**config.mk**
```make
export PLATFORM = sky130hd
export DESIGN_NAME = id_ex_reg
export DESIGN_NICKNAME = d
export VERILOG_FILES = /design/src/rtl/id_ex_reg.sv
export SDC_FILE = /design/constraint.sdc
export NUM_CORES = 1
export LEC_CHECK = 0
export BUFFER_PORTS_ARGS = -buffer_cell sky130_fd_sc_hd__buf_2
export CAP_MARGIN = 40
export CORE_AREA = 2 2 129 131
export CTS_CLUSTER_DIAMETER = 40
export DETAILED_ROUTE_END_ITERATION = 10
export DIE_AREA = 0 0 131 133
export HOLD_SLACK_MARGIN = 0.08
export PLACE_DENSITY = 0.71
export SLEW_MARGIN = 20
export SYNTH_ARGS = -nofsm -noshare
export SYNTH_HDL_FRONTEND = slang
export SYNTH_SLANG_ARGS = --single-unit
```
**constraint.sdc**
```tcl
create_clock -name clk_i -period 2.7 [get_ports clk_i]
set_input_delay 0.405 -clock clk_i [delete_from_list [all_inputs] [get_ports clk_i]]
set_output_delay 0.405 -clock clk_i [all_outputs]
set_load 0.01 [all_outputs]
```
**src/rtl/id_ex_reg.sv**
```systemverilog
// rtl/id_ex_reg.sv - ID/EX pipeline register with load-use hazard detection and bubble counter
module id_ex_reg (
  input  logic        clk_i,
  input  logic        rst_i,
  input  logic        id_valid_i,
  input  logic [4:0]  id_rs1_i,
  input  logic [4:0]  id_rs2_i,
  input  logic [4:0]  id_rd_i,
  input  logic        id_use_rs1_i,
  input  logic        id_use_rs2_i,
  input  logic        id_regwrite_i,
  input  logic        id_memread_i,
  input  logic        id_memwrite_i,
  input  logic        id_memtoreg_i,
  input  logic        id_alusrc_i,
  input  logic [3:0]  id_aluop_i,
  input  logic [31:0] id_pc_i,
  input  logic [31:0] id_rdata1_i,
  input  logic [31:0] id_rdata2_i,
  input  logic [31:0] id_imm_i,
  input  logic        flush_i,
  input  logic        hold_i,
  output logic        ex_valid_o,
  output logic        ex_regwrite_o,
  output logic        ex_memread_o,
  output logic        ex_memwrite_o,
  output logic        ex_memtoreg_o,
  output logic        ex_alusrc_o,
  output logic [4:0]  ex_rs1_o,
  output logic [4:0]  ex_rs2_o,
  output logic [4:0]  ex_rd_o,
  output logic [3:0]  ex_aluop_o,
  output logic [31:0] ex_pc_o,
  output logic [31:0] ex_rdata1_o,
  output logic [31:0] ex_rdata2_o,
  output logic [31:0] ex_imm_o,
  output logic        hazard_stall_o,
  output logic [15:0] bubble_cnt_o
);

  logic [15:0] bubble_cnt_q;
  logic        rs1_dep;
  logic        rs2_dep;

  // A load in EX whose destination an ID operand actually reads; x0 never creates a dependency.
  assign rs1_dep = id_use_rs1_i && (id_rs1_i == ex_rd_o);
  assign rs2_dep = id_use_rs2_i && (id_rs2_i == ex_rd_o);
  assign hazard_stall_o = !flush_i && id_valid_i && ex_valid_o && ex_memread_o &&
                          (ex_rd_o != 5'd0) && (rs1_dep || rs2_dep);
  assign bubble_cnt_o = bubble_cnt_q;

  always_ff @(posedge clk_i) begin
    if (rst_i || flush_i || (!hold_i && hazard_stall_o)) begin
      ex_valid_o    <= 1'b0;
      ex_regwrite_o <= 1'b0;
      ex_memread_o  <= 1'b0;
      ex_memwrite_o <= 1'b0;
      ex_memtoreg_o <= 1'b0;
      ex_alusrc_o   <= 1'b0;
      ex_rs1_o      <= 5'd0;
      ex_rs2_o      <= 5'd0;
      ex_rd_o       <= 5'd0;
      ex_aluop_o    <= 4'd0;
      ex_pc_o       <= 32'd0;
      ex_rdata1_o   <= 32'd0;
      ex_rdata2_o   <= 32'd0;
      ex_imm_o      <= 32'd0;
    end else if (!hold_i) begin
      // Invalid slots must never write state, so side-effecting controls are gated here.
      ex_valid_o    <= id_valid_i;
      ex_regwrite_o <= id_valid_i && id_regwrite_i;
      ex_memread_o  <= id_valid_i && id_memread_i;
      ex_memwrite_o <= id_valid_i && id_memwrite_i;
      ex_memtoreg_o <= id_memtoreg_i;
      ex_alusrc_o   <= id_alusrc_i;
      ex_rs1_o      <= id_rs1_i;
      ex_rs2_o      <= id_rs2_i;
      ex_rd_o       <= id_valid_i ? id_rd_i : 5'd0;
      ex_aluop_o    <= id_aluop_i;
      ex_pc_o       <= id_pc_i;
      ex_rdata1_o   <= id_rdata1_i;
      ex_rdata2_o   <= id_rdata2_i;
      ex_imm_o      <= id_imm_i;
    end
  end

  always_ff @(posedge clk_i) begin
    if (rst_i) begin
      bubble_cnt_q <= 16'd0;
    end else if (!flush_i && !hold_i && hazard_stall_o && (bubble_cnt_q != 16'hFFFF)) begin
      bubble_cnt_q <= bubble_cnt_q + 16'd1;
    end
  end

endmodule

```
==> results_dict.tcl <==
set metrics [dict create \
    min_path_type "input port to register" \
    drt.antenna.violating_nets 0 \
    rsz0062_at_grt "no" \
    grt-ovfl-total 0 \
    crit_path_max_fanout 31 \
    p_per_area_nw_per_um2 633 \
    fin_total_pwr_mw 5.58 \
    drv_cap 0 \
    n_fill_cell 1490 \
    synthCells 627 \
    p_leak_nw 4.48 \
    criticalPathCategory "register to primary output" \
    synth_top_cell_area_share_pct 53.5 \
    die_h_um 133 \
    synth_top_area_cell "dfxtp_1" \
    grt_pass1_wl_um 25600 \
    cts_root_buffer "clkbuf_16" \
    path_clk_slew_ns 0.07 \
    drtIter0Drc 278 \
    vias 5503 \
    min_period_ns 2.42 \
    place_inst 1142 \
    coreArea_um2 16200 \
    antenna_found_initial 1 \
    grt_usage_pct 18.6 \
    worst_slew_pin_slew_ns 0.616 \
    insertion_delay_ns 0.42 \
    ys.warnings.count 0 \
    status "complete, no violations" \
    fin_cells 1174 \
    grt_pass1_vias 5171 \
    syn_area_um2 6330 \
    layout_common_cells "buf_2 (327), dfxtp_1 (169), nor2_1 (164)" \
    ir_worst_vdd_mv 0.420 \
    fin_setup_tns_ns 0 \
    fin_skew_ns 0.00763 \
    p_int_mw 4.22 \
    sw_frac_of_total_pct 24.4 \
    cts_setup_buffers 0 \
    avgRoutedWirePerCell_um 14.3 \
    p_sw_mw 1.36 \
    hold_viol_final 0 \
    ioPinCount 329 \
    seqPwrFrac_pct 46.7 \
    arrival_ns 2.02 \
    syn2layout_area_growth_pct 39.2 \
    worstPathRequired_ns 2.30 \
    comb_power_share_pct 9.5 \
    grt_max_degree 81 \
    seq_area_um2 3380 \
    final_common_cell "buf_2" \
    nets 1102 \
    slew_headroom_pct 58.8 \
    layout_setup_ws_ns 0.278 \
    synth_seq_cells 169 \
    die_w_um 131 \
    initial_utilization_pct 39.1 \
    numCtsBuffers 17 \
    drive_above_1_share_pct 39.6 \
    cts_tree "done" \
    pre_cts_ws_ns 0.402 \
    avgViaCountPerCell 4.69 \
    dr.pass1.iters 4 \
    clockBufferDepth 2 \
    htree_levels 4 \
    finalSetupViolations 0 \
    synth_area_per_cell_um2 10.1 \
    drc_errors 0 \
    startpoint_type "register" \
    end_kind "primary output" \
    place_congestion 0.825 \
    synth_fp_nets 787 \
    die_area_um2 17400 \
    clockPowerShare_pct 43.8 \
    cts.sinks 169 \
    dp_hpwl_um 12100 \
    drt-total-wl_um 16800 \
    rows 47 \
    synth_area_leaders "dfxtp_1 (53%), mux2i_1 (23%), nor2_1 (9.7%), clkbuf_1 (1.8%), a21oi_1 (1.1%)" \
    yosysSeqAreaShare_pct 53.5 \
    slew_violations 0 \
    post-route-period-util_pct 89.7 \
    synth.distinct_cells 33 \
    multi_input_area_um2 2780 \
    fmax_mhz 413 \
    rrSetupSlack_ns 0.49 \
    port_buffers 328 \
]
==> final timing paths <==
check	startpoint	end	cells past startpoint
setup / recovery	ex_rd_o[3]$_SDFFE_PP0N_	hazard_stall_o	6
hold / removal	id_rdata2_i[27]	ex_rdata2_o[27]$_SDFFE_PP0N_	3
setup reg to reg	bubble_cnt_o[2]$_SDFFE_PP0P_	bubble_cnt_o[4]$_SDFFE_PP0P_	5
hold reg to reg	ex_pc_o[4]$_SDFFE_PP0N_	ex_pc_o[4]$_SDFFE_PP0N_	2
==> final cells by class <==
type / instances / area share (%)
inverters: 4 / 0.170
clock buffers: 17 / 4.83
repair buffers: 337 / 20.1
flip-flops and latches: 169 / 38.4
diodes: 1 / 0.0284
clock inverters: 13 / 1.85
multi-input cells: 413 / 31.5
well taps: 220 / 3.13
==> power groups by stage <==
stage          clock network, mW  logic [mW]  registers, mW
2_1_floorplan                  0       0.255           2.69
3_3_place_gp                   0       0.526           2.66
3_5_place_dp                   0       0.531           2.66
4_1_cts                     2.51       0.533           2.60
5_1_grt                     2.61       0.584           2.61
6_report                    2.44       0.531           2.60
==> metrics by stage <==
stage	hold slack (ns)	util (%)	area, um^2
6_report	0.212	54.5	8810
5_1_grt	0.197	54.5	8810
4_1_cts	0.189	54.3	8780
3_5_place_dp	0.478	50.6	8190
3_3_place_gp	0.468	50.6	8190
2_1_floorplan	0.508	-	6330
==> registers in the layout, summed over array words and instances, names as in the netlist, 4 cells and up <==
signal        cells
ex_imm_o         32
ex_pc_o          32
ex_rdata1_o      32
ex_rdata2_o      32
bubble_cnt_o     16
ex_rd_o           5
ex_rs1_o          5
ex_rs2_o          5
ex_aluop_o        4
==> logic make-up (layout without fill, tap and decap cells) <==
| logic type | count (synthesis) | in the layout | share of synthesized area [%] |
|---|---|---|---|
| adders and majority gates | 1 | 1 | 0.198 |
| other | 0 | 1 | 0 |
| and+or+nand+nor | 216 | 216 | 14.7 |
| xor gates and xnor gates | 10 | 10 | 1.38 |
| AOI/OAI and AO/OA | 40 | 40 | 4.13 |
| buffers and inverters | 45 | 371 | 3.03 |
| muxes | 146 | 146 | 23.1 |
| DFF | 169 | 169 | 53.5 |
==> routing by layer <==
layer	global-route usage, %	part of all wire (%)
met2	30.2	48
met4	7.92	2.3
met3	6.15	7.3
met5	0	0
met1	22.4	42
==> repair_timing <==
item                                    in CTS  in global routing
endpoints found under the setup margin       0                  1
resized for setup                            0                  1
hold buffers                                 0                  0
==> cell usage after synthesis <==
cell / number
dfxtp_1: 169
nor2_1: 164
mux2i_1: 144
clkbuf_1: 30
a21oi_1: 14
nand4_1: 10
a22oi_1: 8
nand2_1: 8
xor2_1: 8
or4_1: 7
buf_2: 6
o21ai_0: 6
o31ai_1: 6
nor3_1: 5
or3_1: 5
buf_4: 4
inv_1: 4
nand3_1: 4
nor2b_1: 3
nor4_1: 3
or2_2: 3
mux2_2: 2
o311ai_0: 2
o41ai_1: 2
xnor2_1: 2
a32oi_1: 1
and2_0: 1
buf_1: 1
ha_1: 1
nand3_2: 1
nand4b_1: 1
o31ai_2: 1
or3b_2: 1
==> worst max-delay path: stages, from the launching register on <==
cell	delay, ns
dfxtp_1	0.36
xor2_1	0.18
nor4_1	0.43
a32oi_2	0.13
buf_4	0.26
nor2_1	0.12
buf_2	0.13
No activity file was read; power rests on OpenSTA's default activity.
